$ cat src/rtl/mem_req_buffer_if.sv
// mem_req_buffer_if
//   Bundles the three handshakes around mem_req_buffer:
//     req_*  core -> buffer request channel (valid/ready)
//     mem_*  buffer -> RAM request strobe plus RAM read data/exception return
//     rsp_*  buffer -> core response channel (valid/ready)
//   slave  : the buffer side
//   master : the core/RAM side (testbench or surrounding logic)
interface mem_req_buffer_if;
  logic        req_valid;
  logic        req_ready;
  logic [1:0]  req_op;
  logic [7:0]  req_mask;
  logic [63:0] req_addr;
  logic [63:0] req_data;

  logic        mem_enable;
  logic [1:0]  mem_op;
  logic [7:0]  mem_mask;
  logic [63:0] mem_addr;
  logic [63:0] mem_data;
  logic [63:0] mem_resp;
  logic        mem_exc;

  logic        rsp_valid;
  logic        rsp_ready;
  logic [63:0] rsp_data;
  logic        rsp_exc;

  modport slave (
    input  req_valid, req_op, req_mask, req_addr, req_data,
    input  mem_resp, mem_exc, rsp_ready,
    output req_ready, mem_enable, mem_op, mem_mask, mem_addr, mem_data,
    output rsp_valid, rsp_data, rsp_exc
  );

  modport master (
    output req_valid, req_op, req_mask, req_addr, req_data,
    output mem_resp, mem_exc, rsp_ready,
    input  req_ready, mem_enable, mem_op, mem_mask, mem_addr, mem_data,
    input  rsp_valid, rsp_data, rsp_exc
  );
endinterface

$ cat src/rtl/mem_req_buffer.sv
// mem_req_buffer
//   Decoupling stage between the core data-memory request port and the RAM.
//   Requests are queued in a small FIFO and issued one per cycle on registered
//   mem_* outputs. Load/amo read data returns one cycle after mem_enable and is
//   queued in a response FIFO toward the core. Load/amo issue is throttled by
//   response-slot credits so a captured response always has room.
//
// Ports
//   CLK    rising-edge clock
//   RESET  synchronous active-low reset
//   bus    mem_req_buffer_if.slave (req_*, mem_*, rsp_* channels)
//   stat_issued / stat_credit_stall / stat_full
//          32-bit saturating counters, present only when MEM_REQ_BUFFER_STATS_EN
//          is defined
//
// Optional feature macro: MEM_REQ_BUFFER_STATS_EN
module mem_req_buffer #(
  parameter int REQ_DEPTH = 4,
  parameter int RSP_DEPTH = 4
) (
  input logic             CLK,
  input logic             RESET,
  mem_req_buffer_if.slave bus
`ifdef MEM_REQ_BUFFER_STATS_EN
  ,
  output logic [31:0]     stat_issued,
  output logic [31:0]     stat_credit_stall,
  output logic [31:0]     stat_full
`endif
);

  localparam int RQ_AW = $clog2(REQ_DEPTH);
  localparam int RS_AW = $clog2(RSP_DEPTH);
  localparam int CR_W  = $clog2(RSP_DEPTH) + 1;
  localparam logic [RQ_AW:0]  RQ_FULL = REQ_DEPTH[RQ_AW:0];
  localparam logic [CR_W-1:0] CR_MAX  = RSP_DEPTH[CR_W-1:0];

  logic [1:0]  rq_op   [REQ_DEPTH];
  logic [7:0]  rq_mask [REQ_DEPTH];
  logic [63:0] rq_addr [REQ_DEPTH];
  logic [63:0] rq_data [REQ_DEPTH];
  logic [RQ_AW-1:0] rq_wr, rq_rd;
  logic [RQ_AW:0]   rq_cnt;

  logic [64:0]      rs_mem [RSP_DEPTH];
  logic [RS_AW-1:0] rs_wr, rs_rd;
  logic [RS_AW:0]   rs_cnt;
  logic [64:0]      rs_head;

  logic [CR_W-1:0] credits;
  logic            in_flight;

  logic head_ld, issue, push_req, pop_rsp;

  // Ops 01 (load) and 11 (amo) both return data; bit 0 identifies them.
  assign head_ld  = rq_op[rq_rd][0];
  assign issue    = (rq_cnt != '0) && (!head_ld || (credits != '0));

  assign bus.req_ready = RESET && (rq_cnt != RQ_FULL);
  // Nops complete the handshake but are never queued.
  assign push_req = bus.req_valid && bus.req_ready && (bus.req_op != 2'b00);

  assign bus.rsp_valid = (rs_cnt != '0);
  assign pop_rsp       = bus.rsp_valid && bus.rsp_ready;
  // Gate the head so an empty FIFO presents zeros rather than stale data.
  assign rs_head       = bus.rsp_valid ? rs_mem[rs_rd] : '0;
  assign bus.rsp_exc   = rs_head[64];
  assign bus.rsp_data  = rs_head[63:0];

  // Storage arrays need no reset; pointers and counts define validity.
  always_ff @(posedge CLK) begin
    if (push_req) begin
      rq_op[rq_wr]   <= bus.req_op;
      rq_mask[rq_wr] <= bus.req_mask;
      rq_addr[rq_wr] <= bus.req_addr;
      rq_data[rq_wr] <= bus.req_data;
    end
    if (in_flight) begin
      rs_mem[rs_wr] <= {bus.mem_exc, bus.mem_resp};
    end
  end

  always_ff @(posedge CLK) begin
    if (!RESET) begin
      rq_wr          <= '0;
      rq_rd          <= '0;
      rq_cnt         <= '0;
      rs_wr          <= '0;
      rs_rd          <= '0;
      rs_cnt         <= '0;
      credits        <= CR_MAX;
      in_flight      <= 1'b0;
      bus.mem_enable <= 1'b0;
      bus.mem_op     <= '0;
      bus.mem_mask   <= '0;
      bus.mem_addr   <= '0;
      bus.mem_data   <= '0;
    end else begin
      if (push_req) rq_wr <= rq_wr + RQ_AW'(1);
      if (issue)    rq_rd <= rq_rd + RQ_AW'(1);
      case ({push_req, issue})
        2'b10:   rq_cnt <= rq_cnt + (RQ_AW+1)'(1);
        2'b01:   rq_cnt <= rq_cnt - (RQ_AW+1)'(1);
        default: ;
      endcase

      bus.mem_enable <= issue;
      if (issue) begin
        bus.mem_op   <= rq_op[rq_rd];
        bus.mem_mask <= rq_mask[rq_rd];
        bus.mem_addr <= rq_addr[rq_rd];
        bus.mem_data <= rq_data[rq_rd];
      end

      // RAM data is valid the cycle after the strobe; capture on the next edge.
      in_flight <= bus.mem_enable && bus.mem_op[0];

      if (in_flight) rs_wr <= rs_wr + RS_AW'(1);
      if (pop_rsp)   rs_rd <= rs_rd + RS_AW'(1);
      case ({in_flight, pop_rsp})
        2'b10:   rs_cnt <= rs_cnt + (RS_AW+1)'(1);
        2'b01:   rs_cnt <= rs_cnt - (RS_AW+1)'(1);
        default: ;
      endcase

      case ({issue && head_ld, pop_rsp})
        2'b10:   credits <= credits - CR_W'(1);
        2'b01:   credits <= credits + CR_W'(1);
        default: ;
      endcase
    end
  end

`ifdef MEM_REQ_BUFFER_STATS_EN
  always_ff @(posedge CLK) begin
    if (!RESET) begin
      stat_issued       <= '0;
      stat_credit_stall <= '0;
      stat_full         <= '0;
    end else begin
      if (issue && (stat_issued != '1))
        stat_issued <= stat_issued + 32'd1;
      if ((rq_cnt != '0) && head_ld && (credits == '0) && (stat_credit_stall != '1))
        stat_credit_stall <= stat_credit_stall + 32'd1;
      if ((rq_cnt == RQ_FULL) && (stat_full != '1))
        stat_full <= stat_full + 32'd1;
    end
  end
`endif

endmodule

$ cat src/flat_wrapper.sv
// flat-port wrapper written by rule: the top's interface ports become plain ports
module mem_req_buffer_flat 
#(
  parameter int REQ_DEPTH = 4,
  parameter int RSP_DEPTH = 4
)
  (CLK, RESET, bus_req_valid, bus_req_op, bus_req_mask, bus_req_addr, bus_req_data, bus_mem_resp, bus_mem_exc, bus_rsp_ready, bus_req_ready, bus_mem_enable, bus_mem_op, bus_mem_mask, bus_mem_addr, bus_mem_data, bus_rsp_valid, bus_rsp_data, bus_rsp_exc);
  mem_req_buffer_if bus_i ();
  input logic CLK;
  input logic RESET;
  input wire logic [$bits(bus_i.req_valid)-1:0] bus_req_valid;
  input wire logic [$bits(bus_i.req_op)-1:0] bus_req_op;
  input wire logic [$bits(bus_i.req_mask)-1:0] bus_req_mask;
  input wire logic [$bits(bus_i.req_addr)-1:0] bus_req_addr;
  input wire logic [$bits(bus_i.req_data)-1:0] bus_req_data;
  input wire logic [$bits(bus_i.mem_resp)-1:0] bus_mem_resp;
  input wire logic [$bits(bus_i.mem_exc)-1:0] bus_mem_exc;
  input wire logic [$bits(bus_i.rsp_ready)-1:0] bus_rsp_ready;
  output wire logic [$bits(bus_i.req_ready)-1:0] bus_req_ready;
  output wire logic [$bits(bus_i.mem_enable)-1:0] bus_mem_enable;
  output wire logic [$bits(bus_i.mem_op)-1:0] bus_mem_op;
  output wire logic [$bits(bus_i.mem_mask)-1:0] bus_mem_mask;
  output wire logic [$bits(bus_i.mem_addr)-1:0] bus_mem_addr;
  output wire logic [$bits(bus_i.mem_data)-1:0] bus_mem_data;
  output wire logic [$bits(bus_i.rsp_valid)-1:0] bus_rsp_valid;
  output wire logic [$bits(bus_i.rsp_data)-1:0] bus_rsp_data;
  output wire logic [$bits(bus_i.rsp_exc)-1:0] bus_rsp_exc;
  assign bus_i.req_valid = bus_req_valid;
  assign bus_i.req_op = bus_req_op;
  assign bus_i.req_mask = bus_req_mask;
  assign bus_i.req_addr = bus_req_addr;
  assign bus_i.req_data = bus_req_data;
  assign bus_i.mem_resp = bus_mem_resp;
  assign bus_i.mem_exc = bus_mem_exc;
  assign bus_i.rsp_ready = bus_rsp_ready;
  assign bus_req_ready = bus_i.req_ready;
  assign bus_mem_enable = bus_i.mem_enable;
  assign bus_mem_op = bus_i.mem_op;
  assign bus_mem_mask = bus_i.mem_mask;
  assign bus_mem_addr = bus_i.mem_addr;
  assign bus_mem_data = bus_i.mem_data;
  assign bus_rsp_valid = bus_i.rsp_valid;
  assign bus_rsp_data = bus_i.rsp_data;
  assign bus_rsp_exc = bus_i.rsp_exc;
  mem_req_buffer #(.REQ_DEPTH(REQ_DEPTH), .RSP_DEPTH(RSP_DEPTH)) u_core (.CLK(CLK), .RESET(RESET), .bus(bus_i));
endmodule
$ cat config.mk
export PLATFORM = sky130hd
export DESIGN_NAME = mem_req_buffer_flat
export DESIGN_NICKNAME = d
export VERILOG_FILES = /design/src/rtl/mem_req_buffer_if.sv /design/src/rtl/mem_req_buffer.sv /design/src/flat_wrapper.sv
export SDC_FILE = /design/constraint.sdc
export NUM_CORES = 1
export LEC_CHECK = 0
export ABC_AREA = 1
export BUFFER_PORTS_ARGS = -buffer_cell sky130_fd_sc_hd__buf_2
export CAP_MARGIN = 40
export CELL_PAD_IN_SITES_DETAIL_PLACEMENT = 0
export CELL_PAD_IN_SITES_GLOBAL_PLACEMENT = 1
export CORE_UTILIZATION = 35
export CTS_BUF_LIST = sky130_fd_sc_hd__clkbuf_8
export CTS_CLUSTER_SIZE = 10
export DETAILED_ROUTE_END_ITERATION = 8
export PLACE_DENSITY_LB_ADDON = 0.1
export SLEW_MARGIN = 20
export SYNTH_ARGS = -nofsm -noshare
export SYNTH_HDL_FRONTEND = slang
export SYNTH_SLANG_ARGS = --single-unit
$ cat constraint.sdc
create_clock -name CLK -period 9.7 [get_ports CLK]
set_input_delay 0.485 -clock CLK [delete_from_list [all_inputs] [get_ports CLK]]
set_output_delay 0.485 -clock CLK [all_outputs]
set_load 0.01 [all_outputs]
Word level (Yosys, flattened, before mapping)
Memory sizes are Yosys's and may differ from the RTL's. A register that Yosys moved wholly into a read port is not among the register bits.
Index checks and enable logic that the tools add are counted.
{"block": "classes", "addsub": 10, "n_eq_ne": 7, "muxes": 12, "reduce_logical": 19}
{"cell": "two-way mux 65 bit", "count": 1}
{"cell": "case mux 3 bit (2 select lines)", "count": 3}
{"cell": "adder 3 x 1 -> 3 bit, second input constant", "count": 3}
{"cell": "nonzero test 3 bit", "count": 3}
{"cell": "subtractor 3 x 1 -> 3 bit, second input constant", "count": 3}
{"cell": "adder 2 x 1 -> 2 bit, second input constant", "count": 4}
{"cell": "two-way mux 2 bit", "count": 4}
{"cell": "nonzero test 2 bit", "count": 4}
{"cell": "logical AND 1 bit", "count": 7}
{"cell": "equality test 2 x 1 -> 1 bit, second input constant", "count": 3}
{"cell": "equality test 2 bit, second input constant", "count": 3}
{"cell": "zero test 1 bit", "count": 4}
{"cell": "two-way mux 1 bit", "count": 4}
{"cell": "inequality test 3 bit, second input constant", "count": 1}
{"cell": "logical OR 1 bit", "count": 1}
{"block": "word_totals", "register_bits": 21, "ramBits": 812, "inputBits": 207, "out_inout_bits": 206, "wordCells": 63, "mem_count": 5}
{"name": "u_core.rs_mem", "words": 4, "word_bits": 65, "read_ports": 1, "rd_ports_with_merged_regs": 1, "write_ports": 1, "line_no": "mem_req_buffer.sv:45", "rtl": "logic [64:0] rs_mem [RSP_DEPTH];"}
{"name": "u_core.rq_addr", "words": 4, "word_bits": 64, "read_ports": 1, "rd_ports_with_merged_regs": 1, "write_ports": 1, "line_no": "mem_req_buffer.sv:40", "rtl": "logic [63:0] rq_addr [REQ_DEPTH];"}
{"name": "u_core.rq_data", "words": 4, "word_bits": 64, "read_ports": 1, "rd_ports_with_merged_regs": 1, "write_ports": 1, "line_no": "mem_req_buffer.sv:41", "rtl": "logic [63:0] rq_data [REQ_DEPTH];"}
{"name": "u_core.rq_mask", "words": 4, "word_bits": 8, "read_ports": 1, "rd_ports_with_merged_regs": 1, "write_ports": 1, "line_no": "mem_req_buffer.sv:39", "rtl": "logic [7:0] rq_mask [REQ_DEPTH];"}
{"name": "u_core.rq_op", "words": 4, "word_bits": 2, "read_ports": 1, "rd_ports_with_merged_regs": 1, "write_ports": 1, "line_no": "mem_req_buffer.sv:38", "rtl": "logic [1:0] rq_op [REQ_DEPTH];"}

Depth between registers and ports, before layout
{"block": "depth", "depth_word": 6, "depth_mapped": 15}

Worst setup path after synthesis
No wires, ideal clock.
{"block": "synth_path", "kind": "input -> register", "startpoint": "input RESET", "endpoint": "memory u_core.rq_addr[0][0], enable pin", "setup_ps": 638, "arrival_ps": 6708, "t_required_ps": 9062, "slack_ps": 2354, "cell_stages": 5, "cell_sequence": "buf_2 nand2_1 inv_1 nand2_1 nor2_1"}
{"block": "synth_between", "elab_chain_cells": 5}
{"item": "start, declared", "line_no": "flat_wrapper.sv:10", "rtl": "input logic RESET;"}
{"item": "logical AND 1 bit", "line_no": "mem_req_buffer.sv:59", "rtl": "assign bus.req_ready = RESET && (rq_cnt != RQ_FULL);"}
{"item": "net bus_req_ready", "line_no": "flat_wrapper.sv:19", "rtl": "output wire logic [$bits(bus_i.req_ready)-1:0] bus_req_ready;"}
{"item": "logical AND 1 bit (2 in a row)", "line_no": "mem_req_buffer.sv:61", "rtl": "assign push_req = bus.req_valid && bus.req_ready && (bus.req_op != 2'b00);"}
{"item": "two-way mux 1 bit", "line_no": "mem_req_buffer.sv:72", "rtl": "if (push_req) begin"}
{"item": "two-way mux 1 bit (not written as such)", "line_no": "mem_req_buffer.sv:75", "rtl": "rq_addr[rq_wr] <= bus.req_addr;"}
{"item": "end, declared", "line_no": "mem_req_buffer.sv:40"}
The timed path passes the listed nets, and every way through them passes these cells.

==> key figures <==
Outcome
  • Outcome: complete, no violations

Timing
  • Setup TNS: 0 ns
  • Max-slew violations: 0
  • Final WS setup: 5.88 ns
  • Maximum clock rate: 262 MHz
  • Worst Skew: 0.0471 ns
  • Final setup fails: 0
  • Min cycle time layout: 3.82 ns
  • Hold Vio Cnt, Final: 0
  • Worst hold slack: 0.387 ns
  • RSZ-0062 raised after global routing: false
  • Slew headroom: 32.3%
  • Worst Tran Pin Value: 1.01 ns
  • Tcrit/Tclk final: 39.4%

Worst setup path
  • WS Path Type: reg2out
  • CP Capture Type: output pin
  • Worst flop-to-flop path startpoint: u_core.rq_cnt[1]
  • Crit-path max FO: 66
  • Critical path launch point type: register
  • Worst EP arrival: 3.34 ns
  • R2r setup slk: 6.50 ns
  • Worst Path Required: 9.22 ns

Detailed routing
  • Routed vias: 27800
  • TritonRoute pass-1 iters: 5
  • Starting DRT DRC Count: 1247
  • Routed wire length: 108 mm
  • DRC: 0
  • Vias per inst: 4.44
  • WL per Instance: 17.2 um
  • Routed Antenna Nets: 0

Place
  • Port bufs: 412
  • DP Wirelength: 61.3 mm
  • Area after DPL: 0.0441 mm^2
  • RePlAce Congestion: 0.735
  • Inst Count DP: 5728
  • Pre-CTS setup slack: 6.08 ns

Finish
  • Share of cells above drive strength 1: 15.1%
  • # nets final: 4831
  • Finished Layout Cells: 6263
  • Area Overhead vs Synth: 23.2%
  • Final Core Density: 43.8%
  • Design area: 0.0496 mm^2

Yosys
  • Synth cell count leaders: 843 x nand2_1, 812 x edfxtp_1, 697 x inv_1
  • Post-synth EDFFs: 812
  • Synthesized cell area: 0.0402 mm^2
  • Synth top area share: 60.6%
  • Synth Flop Type: edfxtp_1
  • Register area share after synthesis: 68.6%
  • Cell with the most instances after synthesis: nand2_1
  • Post-synth ARST share: 0%
  • Syn_nets: 4197
  • Post-synthesis cell type count: 26
  • Post-synth top area cell: edfxtp_1
  • Yosys warns: 0
  • Average size of a mapped cell: 10.1 um^2
  • Yosys reg bits: 973
  • Area contributors post-synth: edfxtp_1 61%, dfxtp_1 8.0%, nand2_1 7.9%
  • Syn Inst Count: 3976

Pwr
  • Lkg Pwr: 22.0 nW
  • Total Power: 12.0 mW
  • Worst vdd ir: 0.232 mV
  • Pwr per Cell Area: 241 mW/mm^2

Global routing
  • GRT met1 Usage: 23.5%
  • Initial antenna violation count: 6
  • All-Layer GR Usage: 18.5%
  • Grt total ovfl: 0
  • GR Util met3: 4.23%
  • M2 GR Usage: 31.0%
  • Global-route wire length before repair: 164 mm
  • Most Crowded Layer GR: met2
  • Largest net degree at the start of global routing: 139
  • Vias in the first global route: 27400

Clocking
  • Longest Clk Path Bufs: 3
  • Clk_lat worst skew: 0.85 ns
  • Root Buffer: clkbuf_8
  • Num CTS Buffers: 174
  • Clock transition at path regs: 0.06 ns
  • Post-CTS Resized: 0
  • H-tree depth: 4
  • Num Clock Sinks: 973
  • CTS tree: done

Worst hold path
  • Worst Hold Launch: bus_req_addr[3]
  • Worst Hold Class: in2reg

Floorplanning
  • Starting density of the core: 35.5%
  • # IOs: 413
  • Chip width: 341 um
  • Area of the core: 0.113 mm^2
  • Chip Height: 341 um
  • Die ar.: 0.116 mm^2
  • Site Rows: 123

Flow run
  • Max cap viols: 0
[flip-flops by register name (all words and copies together) (netlist names), 3 cells and up, named ones only]
name and cells:
u_core.rs_cnt 3, u_core.bus.mem_addr 64, u_core.rq_cnt 3, u_core.rs_mem 260
u_core.credits 3, u_core.bus.mem_data 64, u_core.rq_op 8, u_core.rq_addr 256
u_core.rq_data 256, u_core.rq_mask 32, u_core.bus.mem_mask 8
[critical path, stage by stage (launching register included)]
cell and delay [ns]:
dfxtp_4 0.54, inv_2 0.61, buf_4 0.41, buf_16 0.28, o21ai_0 0.14, a21oi_1 0.25, buf_2 0.20
[per-layer routing]
layer	routed length, um	share of wire (%)
met5	51	0.047
met3	5540	5.1
met1	47900	44
met2	51900	48
met4	2300	2.1
[final cells by class]
class,instances,area [um^2]
Antenna cell,4,10.0
Clock buffer,200,2750
Clock inverter,125,636
Fill cell,11200,63700
Inverter,724,2730
Multi-Input combinational cell,2063,8940
Sequential cell,973,27600
Tap cell,1500,1880
Timing Repair Buffer,674,5000
[power breakdown]
group / switching [mW] / internal, mW
clock network: 1.72 / 1.95
logic: 2.07 / 1.12
registers: 0.224 / 4.88
total: 4.01 / 7.95
[timing repair]
item                                   4_1_cts  5_1_grt
hold buffers                               205        0
buffers inserted                             0        0
endpoints found under the hold margin      849        0
[path summary, 6_finish.rpt]
path | endpoint | depth (start not counted)
max | bus_rsp_data[29] | 6
min reg2reg | u_core.in_flight | 2
min | u_core.rq_addr[0][3] | 2
max reg2reg | u_core.rq_data[3][59] | 8
[cell usage in the layout (no fill, tap or decap), types with 6 or more instances in the layout]
cell,n
buf_2,411
inv_1,761
nand3_1,418
clkinv_1,49
clkinv_2,14
nor2_1,416
inv_2,6
inv_6,8
buf_16,18
edfxtp_1,812
dfxtp_1,157
ha_1,11
o21ai_0,137
o21ai_1,6
buf_4,32
clkbuf_8,200
a21oi_1,217
buf_12,7
dlygate4sd3_1,205
nand2_1,843
[cell families after synthesis]
group | share of synthesized area [%]
AO/OA/AOI/OAI | 4.50
AND/OR/NAND/NOR | 17.1
flip-flops | 68.6
adder cells (fa/ha/maj) | 0.492
buffers and inverters | 9.23
XOR/XNOR | 0.0218
Note: power is estimated with default switching activity, not from simulation.
